## src/rtl/uart_pkg.sv

```systemverilog
// Shared definitions for the UART transmit path: data width and the
// transmit-buffer launch FSM encoding.
package uart_pkg;

  localparam int UART_DATA_W = 8;

  typedef enum logic [1:0] {
    IDLE      = 2'd0,
    LAUNCH    = 2'd1,
    WAIT_DONE = 2'd2,
    GAP       = 2'd3
  } tx_fifo_state_t;

endpackage

```

## src/rtl/uart_sync_fifo.sv

```systemverilog
// Synchronous circular-buffer FIFO with a separate occupancy counter.
// Full/empty are decoded from the registered count; overflow is a registered pulse.
module uart_sync_fifo #(
  parameter  int DEPTH  = 16,
  parameter  int WIDTH  = 8,
  localparam int ADDR_W = $clog2(DEPTH)
) (
  input  logic              i_Clock,
  input  logic              i_Reset_n,
  input  logic              i_Wr_En,
  input  logic [WIDTH-1:0]  i_Wr_Data,
  input  logic              i_Rd_En,
  output logic [WIDTH-1:0]  o_Rd_Data,
  output logic [ADDR_W:0]   o_Count,
  output logic              o_Full,
  output logic              o_Empty,
  output logic              o_Overflow
);

  localparam logic [ADDR_W:0]   CNT_ONE  = (ADDR_W+1)'(1);
  localparam logic [ADDR_W:0]   CNT_FULL = (ADDR_W+1)'(DEPTH);
  localparam logic [ADDR_W-1:0] PTR_ONE  = ADDR_W'(1);

  logic [WIDTH-1:0]  mem_q [DEPTH];
  logic [ADDR_W-1:0] wr_ptr_q, wr_ptr_d;
  logic [ADDR_W-1:0] rd_ptr_q, rd_ptr_d;
  logic [ADDR_W:0]   count_q, count_d;
  logic              overflow_q, overflow_d;
  logic              wr_acc;
  logic              rd_acc;

  assign o_Full     = (count_q == CNT_FULL);
  assign o_Empty    = (count_q == '0);
  assign o_Count    = count_q;
  assign o_Overflow = overflow_q;
  assign o_Rd_Data  = mem_q[rd_ptr_q];

  // A full FIFO rejects the write even when a pop frees a slot in the same cycle.
  assign wr_acc = i_Wr_En & ~o_Full;
  assign rd_acc = i_Rd_En & ~o_Empty;

  always_comb begin
    wr_ptr_d   = wr_ptr_q;
    rd_ptr_d   = rd_ptr_q;
    count_d    = count_q;
    overflow_d = i_Wr_En & o_Full;
    if (wr_acc) wr_ptr_d = wr_ptr_q + PTR_ONE;
    if (rd_acc) rd_ptr_d = rd_ptr_q + PTR_ONE;
    if (wr_acc && !rd_acc) begin
      count_d = count_q + CNT_ONE;
    end else if (!wr_acc && rd_acc) begin
      count_d = count_q - CNT_ONE;
    end
  end

  always_ff @(posedge i_Clock) begin
    if (!i_Reset_n) begin
      wr_ptr_q   <= '0;
      rd_ptr_q   <= '0;
      count_q    <= '0;
      overflow_q <= 1'b0;
    end else begin
      wr_ptr_q   <= wr_ptr_d;
      rd_ptr_q   <= rd_ptr_d;
      count_q    <= count_d;
      overflow_q <= overflow_d;
    end
  end

  always_ff @(posedge i_Clock) begin
    if (i_Reset_n && wr_acc) mem_q[wr_ptr_q] <= i_Wr_Data;
  end

endmodule

```

## src/rtl/uart_tx_fifo.sv

```systemverilog
// Byte buffer in front of uart_tx: queues host writes and launches them one
// at a time over the uart_tx DV/byte handshake.
module uart_tx_fifo
  import uart_pkg::*;
#(
  parameter  int DEPTH  = 16,
  localparam int ADDR_W = $clog2(DEPTH)
) (
  input  logic                   i_Clock,
  input  logic                   i_Reset_n,
  input  logic                   i_Wr_DV,
  input  logic [UART_DATA_W-1:0] i_Wr_Byte,
  output logic                   o_Full,
  output logic                   o_Empty,
  output logic [ADDR_W:0]        o_Count,
  output logic                   o_Overflow,
  output logic                   o_Busy,
  output logic                   o_Tx_DV,
  output logic [UART_DATA_W-1:0] o_Tx_Byte,
  input  logic                   i_Tx_Active,
  input  logic                   i_Tx_Done,
  output tx_fifo_state_t         o_State
);

  // Handshake: o_Tx_DV is a single-cycle launch strobe; o_Tx_Byte is stable
  // from that strobe until the next one, and a new strobe is issued only
  // after uart_tx has reported Done and then dropped both Done and Active.

  tx_fifo_state_t         state_q;
  logic                   tx_dv_q;
  logic [UART_DATA_W-1:0] tx_byte_q;
  logic [UART_DATA_W-1:0] rd_data;
  logic                   fifo_empty;
  logic                   pop;

  assign pop = (state_q == IDLE) && !fifo_empty;

  uart_sync_fifo #(
    .DEPTH (DEPTH),
    .WIDTH (UART_DATA_W)
  ) u_fifo (
    .i_Clock    (i_Clock),
    .i_Reset_n  (i_Reset_n),
    .i_Wr_En    (i_Wr_DV),
    .i_Wr_Data  (i_Wr_Byte),
    .i_Rd_En    (pop),
    .o_Rd_Data  (rd_data),
    .o_Count    (o_Count),
    .o_Full     (o_Full),
    .o_Empty    (fifo_empty),
    .o_Overflow (o_Overflow)
  );

  always_ff @(posedge i_Clock) begin
    if (!i_Reset_n) begin
      state_q   <= IDLE;
      tx_dv_q   <= 1'b0;
      tx_byte_q <= '0;
    end else begin
      tx_dv_q <= 1'b0;
      case (state_q)
        IDLE: begin
          if (pop) begin
            state_q   <= LAUNCH;
            tx_dv_q   <= 1'b1;
            tx_byte_q <= rd_data;
          end
        end
        LAUNCH:    state_q <= WAIT_DONE;
        WAIT_DONE: if (i_Tx_Done) state_q <= GAP;
        // Done may stay high for more than one cycle; wait for it to clear.
        GAP:       if (!i_Tx_Done && !i_Tx_Active) state_q <= IDLE;
        default:   state_q <= IDLE;
      endcase
    end
  end

  assign o_Empty   = fifo_empty;
  assign o_Busy    = (state_q != IDLE);
  assign o_Tx_DV   = tx_dv_q;
  assign o_Tx_Byte = tx_byte_q;
  assign o_State   = state_q;

endmodule
```

## config.mk

```make
export PLATFORM = sky130hd
export DESIGN_NAME = uart_tx_fifo
export DESIGN_NICKNAME = d
export VERILOG_FILES = /design/src/rtl/uart_pkg.sv /design/src/rtl/uart_sync_fifo.sv /design/src/rtl/uart_tx_fifo.sv
export SDC_FILE = /design/constraint.sdc
export NUM_CORES = 1
export LEC_CHECK = 0
export CAP_MARGIN = 5
export CORE_ASPECT_RATIO = 0.6
export CORE_MARGIN = 8
export CORE_UTILIZATION = 35
export DETAILED_ROUTE_END_ITERATION = 12
export PLACE_DENSITY_LB_ADDON = 0.25
export SLEW_MARGIN = 20
export SYNTH_ARGS = -nofsm -noshare
export SYNTH_HDL_FRONTEND = slang
export SYNTH_SLANG_ARGS = --single-unit
export TNS_END_PERCENT = 100
```

## constraint.sdc

```tcl
create_clock -name i_Clock -period 7 [get_ports i_Clock]
set_input_delay 2.1 -clock i_Clock [delete_from_list [all_inputs] [get_ports i_Clock]]
set_output_delay 2.1 -clock i_Clock [all_outputs]
set_load 0.02 [all_outputs]
```

Yosys cells after proc, flatten, opt, wreduce, memory -nomap -nowiden
Memories as Yosys holds them, arrays and structs flattened. A register that Yosys moved wholly into a read port is not among the register bits.
Cells that the tools add are included.
{ "word_totals": {"word_cells": 50, "regBits": 17, "mem_count": 1, "mem_bits_rw": 128} }
{ "op_classes": {"reduce_logical": 18, "add_sub_neg": 4, "n_eq_ne": 7, "mux": 9, "bitwise": 5} }
{ "memory_table": {"columns": ["name", "words", "word_bits", "read_ports", "rd_clocked_by_memory_dff", "write_ports", "line", "source"], "rows": [
  ["u_fifo.mem_q", 16, 8, 1, 1, 1, "uart_sync_fifo.sv:24", "logic [WIDTH-1:0] mem_q [DEPTH];"]
]} }
{ "ops": {"columns": ["operator", "n"], "rows": [
  ["$mux W5", 2],
  ["$add A4 B1 Y4 const B", 2],
  ["$pmux W2 S4", 1],
  ["$logic_not A1 Y1", 6],
  ["$mux W2", 3],
  ["$add A5 B1 Y5 const B", 1],
  ["$eq A5 B5 Y1 const B", 1],
  ["$logic_and A1 B1 Y1", 5],
  ["$logic_not A5 Y1", 1],
  ["$sub A5 B1 Y5 const B", 1],
  ["$eq A2 B2 Y1 const B", 2],
  ["$ne A2 B2 Y1 const B", 2],
  ["$reduce_and A2 Y1", 2],
  ["$reduce_bool A2 Y1", 2],
  ["$and A1 B1 Y1", 3],
  ["$mux W1", 3],
  ["$reduce_and A3 Y1", 1],
  ["$eq A2 B1 Y1 const B", 1],
  ["$logic_not A2 Y1", 1],
  ["$ne A2 B1 Y1 const B", 1],
  ["$not A1 Y1", 2]
]} }

Logic depth before layout (Yosys ltp)
{ "depth": {"depth_word": 7, "mapped_depth": 13} }

Hierarchy
From an unflattened synthesis, not the netlist that was laid out.
{ "unflattened": {"cells_unflattened": 365, "hier_area_um2": 6238.5} }
{ "modules_own_cells": {"columns": ["module", "cells_each", "n_inst", "area_each_um2"], "rows": [
  ["uart_sync_fifo", 310, 1, 5770.5],
  ["uart_tx_fifo", 55, 1, 467.9]
]} }

Worst setup path after synthesis
Ideal clock, no wire load.
{ "synth_path": {"kind": "input -> register", "from": "input port i_Wr_DV", "to": "register u_fifo.count_q[4] (netlist: u_fifo.o_Count[4])", "t_required_ps": 6928, "path_buffers": 0, "setup_ps": 72, "arrival_time_ps": 3796, "path_slack_ps": 3132, "cell_stages": 8, "path_cell_list": "a21boi_2 -> ha_1 -> inv_1 -> fa_1 -> a21o_1 -> a21oi_1 -> mux2i_1 -> mux2i_1"} }
{ "synth_via": {"elab_chain_cells": 4} }
{ "synth_rtl": {"columns": ["element", "line", "source"], "rows": [
  ["start: declaration", "uart_tx_fifo.sv:11", "input logic i_Wr_DV,"],
  ["$and A1 B1 Y1 *", "uart_sync_fifo.sv:39", "assign wr_acc = i_Wr_En & ~o_Full;"],
  ["$logic_not A1 Y1", "uart_sync_fifo.sv:51", "end else if (!wr_acc && rd_acc) begin"],
  ["$logic_and A1 B1 Y1", "uart_sync_fifo.sv:51", null],
  ["$reduce_bool A2 Y1 (no source line)", null, null],
  ["end signal: assignment", "uart_sync_fifo.sv:65", "count_q <= count_d;"],
  ["end: declaration", "uart_sync_fifo.sv:27", "logic [ADDR_W:0] count_q, count_d;"]
]} }
Every way passes the cells marked *; elsewhere a longest branch is shown, timed or not.
A chain may end at the register's enable or synchronous reset.

Worst setup path after layout
{ "layout_path": {"from": "register u_fifo.count_q[0] (netlist: u_fifo.o_Count[0])", "to": "output port o_Full"} }
{ "layout_via": {"elab_chain_cells": 1} }
{ "layout_rtl": {"columns": ["element", "line", "source"], "rows": [
  ["$eq A5 B5 Y1", "uart_sync_fifo.sv:32", "assign o_Full = (count_q == CNT_FULL);"],
  ["end: declaration", "uart_tx_fifo.sv:13", "output logic o_Full,"]
]} }
Every way passes these cells.

==> results by stage <==
Pwr:
- For this design the ratio of total power to cell area is 373 nW/um^2.
- Summed over all cells, the static leakage comes to 2.35 nW.
- The maximum ir drop on the vdd rail is 154 uV.

Route:
- The number of nets still failing antenna checks after routing is 0.
- The final layout contains routed wiring with a total length of 13900 um.
- Using the TritonRoute via totals, the vias-per-cell ratio works out to 5.06.
- The remaining design rule violation count is 0.
- The detail-routed net length per standard cell is 20.4 um.
- For this block, the initial DRC count from the detailed router was 334.
- The routed layout has 3455 vias.
- For this run, the detailed router's first-pass iteration total came to 4.

Final layout:
- The fraction of layout cells with a size suffix above 1 is 0.0935.
- 0 antenna diodes ended up in the layout.
- The layout filler cell count is 1542.
- The sequential cells in the finished layout cover a total of 4350 um^2.
- The most common cell after layout, fill and taps aside is edfxtp_1.
- Leaving out fill and tap cells, the most frequent cells in the layout are 128 x edfxtp_1, 70 x mux2i_1, 32 x o22ai_1, 32 x clkdlybuf4s50_1, 30 x nor2_1.
- The finished cells cover 7390 um^2.
- The final net count is 462.
- The area growth from synthesis to layout is 19.6%.
- The multi-input combinational cell area is 1710 um^2.

Die:
- The total die area is 22300 um^2.
- The floorplan step set the die width to 188 um.
- During I/O placement, the number of pins put on the boundary was 33.
- The initial utilization of the core area, before any placement, comes to 0.359.
- In this run the vertical extent of the chip is 119 um.
- The area of the placeable core is 17200 um^2.
- The floorplan has 37 rows.

Timing:
- Setup repair after global routing left no endpoint under its margin.
- Of the available clock period, the critical path in the final layout requires 0.632.
- The count of final hold-check violations is 0.
- For the final routed database, the setup TNS stands at 0 ns.
- The highest attainable clock frequency is 226 MHz.
- The final count of pins violating max slew is 0.
- Across the routed clock network, the largest skew measured is 0.00871 ns.
- The number of setup violations in the final report is 0.
- Headroom to the max-slew limit came out at 0.383.
- The slew at the pin closest to its max-slew limit is 0.922 ns.
- The final critical path time including I/O delays and setup is 4.43 ns.

Clock network:
- In this run, post-CTS repair resized a total of 0 instances.
- The tree built by TritonCTS fans out to 153 sinks.
- After clock tree synthesis, the clock-pin slew on the worst setup and hold paths is 0.06 ns.
- The maximum buffer depth of the clock tree is 2.
- After clock tree synthesis, the setup repair step added 0 buffers.
- The number of clock buffers added by TritonCTS is 17.
- The clock tree synthesis step divided the H-tree into 4 levels.
- The number of hold buffers added after CTS was 0.
- The clock insertion delay at the later pin of the skew report is 0.41 ns.
- The tree is rooted in a clkbuf_16.
- TritonCTS built the clock tree.

Setup path:
- The worst setup path is launched from a flip-flop.
- The number of cells on the worst reg-to-reg path is 10.
- The slowest stage of the critical path belongs to the cell or4_1.
- The delay of the slowest cell on the worst path is 0.73 ns.
- The endpoint of the most critical register-to-register path is u_fifo.o_Count[4].
- In this run the register-to-register setup slack is 3.66 ns.
- The endpoint kind of the worst setup timing path is a primary output.
- The data required time at the worst endpoint is 4.90 ns.
- The worst setup path is of the reg2out kind.
- For the worst setup path, the data arrival time is 2.33 ns.
- The worst register-to-register path begins at u_fifo.o_Count[0].
- Traced cell by cell, the critical path runs through or4_1, nor2_1, clkdlybuf4s50_1.
- The total buffers and inverters traversed by the critical path is 1.
- The largest delay contributor family on the critical path is simple AND/OR/NAND/NOR gates.
- In this run the worst path has a maximum fanout of 6.

Placement:
- The routability-driven placement congestion ratio is 0.804.
- After legalization and detailed placement, the total HPWL measured 9440 um.
- The number of I/O port buffers is 32.
- The placed instances occupy a cell area of 6700 um^2.

GRT:
- The via count of the first global-routing pass is 3426.
- Across every metal layer, demand over resource in global routing totals 0.125.
- The first global-routing pass estimated 21200 um of wire.
- The pin count of the biggest net entering global routing is 50.
- After global routing the overflow that remains totals 0.
- The initial antenna violation count is 0.

Hold path:
- The worst hold path passes through 2 cells.
- The startpoint identified for the worst hold timing path is u_fifo.o_Count[3].
- The worst hold path class is reg2reg.
- The worst min-delay path endpoint is u_fifo.o_Count[3].

Logic synthesis:
- In the synthesized netlist the async set-or-reset flop fraction comes to 0.
- The library cell occupying the most area in the post-synthesis netlist is edfxtp_1.
- The most instantiated flip-flop cell in the synthesis netlist is edfxtp_1.
- Counting flops with a built-in enable in the synthesized netlist gives 128.
- The post-synthesis average cell area is 15.2 um^2.
- The share of the Yosys chip area taken by registers is 0.703.
- After synthesis the netlist holds a flip-flop and latch count of 153.
- The netlist area before placement is 6180 um^2.
- The fraction of post-synthesis cell area in the top cell type by area is 0.622.
- The gate count after technology mapping is 407.
- The count of cell types in the netlist is 38.
- The number of synthesis warnings is 0.
- By area the synthesized netlist is led by edfxtp_1 62%, mux2i_1 11%, dfxtp_1 8.1%, o22ai_1 3.2%, ha_1 2.4%.
- The net count after synthesis is 433.

Run:
- Max-cap violations in this run came to 0.

Run status:
- The run finished with clean final reports.
## layout make-up
| cell class | instances | area share |
|---|---|---|
| clock inverters | 15 | 0.0334 |
| inverters | 9 | 0.00457 |
| multi-input cells | 222 | 0.232 |
| repair buffers | 33 | 0.0444 |
| well taps | 234 | 0.0396 |
| flip-flops and latches | 153 | 0.588 |
| clock buffers | 17 | 0.0576 |
## cell usage after synthesis, drive strengths merged (7+ instances only)
cell	instances
nor4	9
clkbuf	8
mux2i	70
a21oi	12
edfxtp	128
dfxtp	25
buf	15
inv	9
nor2	31
o22ai	32
ha	12
nand3	7
o21ai	9
## worst min-delay path, cell delays in order (launching register included)
cell	delay, ns
dfxtp_1	0.35
nand3_1	0.10
o31ai_1	0.06
## through the flow
step	worst slack (ns)	hold WS [ns]	util	std cells	power, mW
2_1_floorplan	3.13	0.528	-	407	1.52
3_3_place_gp	2.39	0.536	0.389	651	1.73
3_5_place_dp	2.34	0.536	0.389	651	1.73
4_1_cts	2.55	0.549	0.428	683	2.77
5_1_grt	2.44	0.580	0.429	683	2.87
6_report	2.57	0.551	0.429	683	2.76
## worst max-delay path by stage
stage,end,startpoint,cells past startpoint
after detailed placement,u_fifo.o_Count[4],i_Wr_DV,9
after global placement,u_fifo.o_Count[4],i_Wr_DV,9
final,o_Full,u_fifo.o_Count[0],3
after global routing,o_Full,u_fifo.o_Count[0],3
after CTS,o_Full,u_fifo.o_Count[0],3
after floorplan,u_fifo.o_Count[4],i_Wr_DV,8
## power by group
group / switching, mW / internal, mW
logic: 0.361 / 0.253
registers: 0.0615 / 1.04
clock network: 0.370 / 0.671
## layer usage
layer	wire length [um]	global-route usage	share of wire	vias to the layer above
met5	0	0	0	-
met4	64	0.0397	0.0046	0
met3	825	0.0338	0.059	6
met2	5970	0.170	0.43	71
met1	7070	0.189	0.51	1753
li1	-	-	-	1625
## sequential cells by signal, summed over array words and instances (netlist names)
signal / cells
u_fifo.mem_q: 128
o_Tx_Byte: 8
u_fifo.o_Count: 5
u_fifo.rd_ptr_q: 4
u_fifo.wr_ptr_q: 4
o_State: 2
o_Tx_DV: 1
u_fifo.o_Overflow: 1
## cells by family after synthesis
| group | after synthesis | synth area share |
|---|---|---|
| flops | 153 | 0.703 |
| mux | 70 | 0.113 |
| simple gates | 67 | 0.0543 |
| compound gates | 63 | 0.0662 |
| buf+inv | 32 | 0.0227 |
| fa+ha+maj | 13 | 0.0275 |
| xor+xnor | 9 | 0.0128 |
Power figures use the tool's default switching activity.
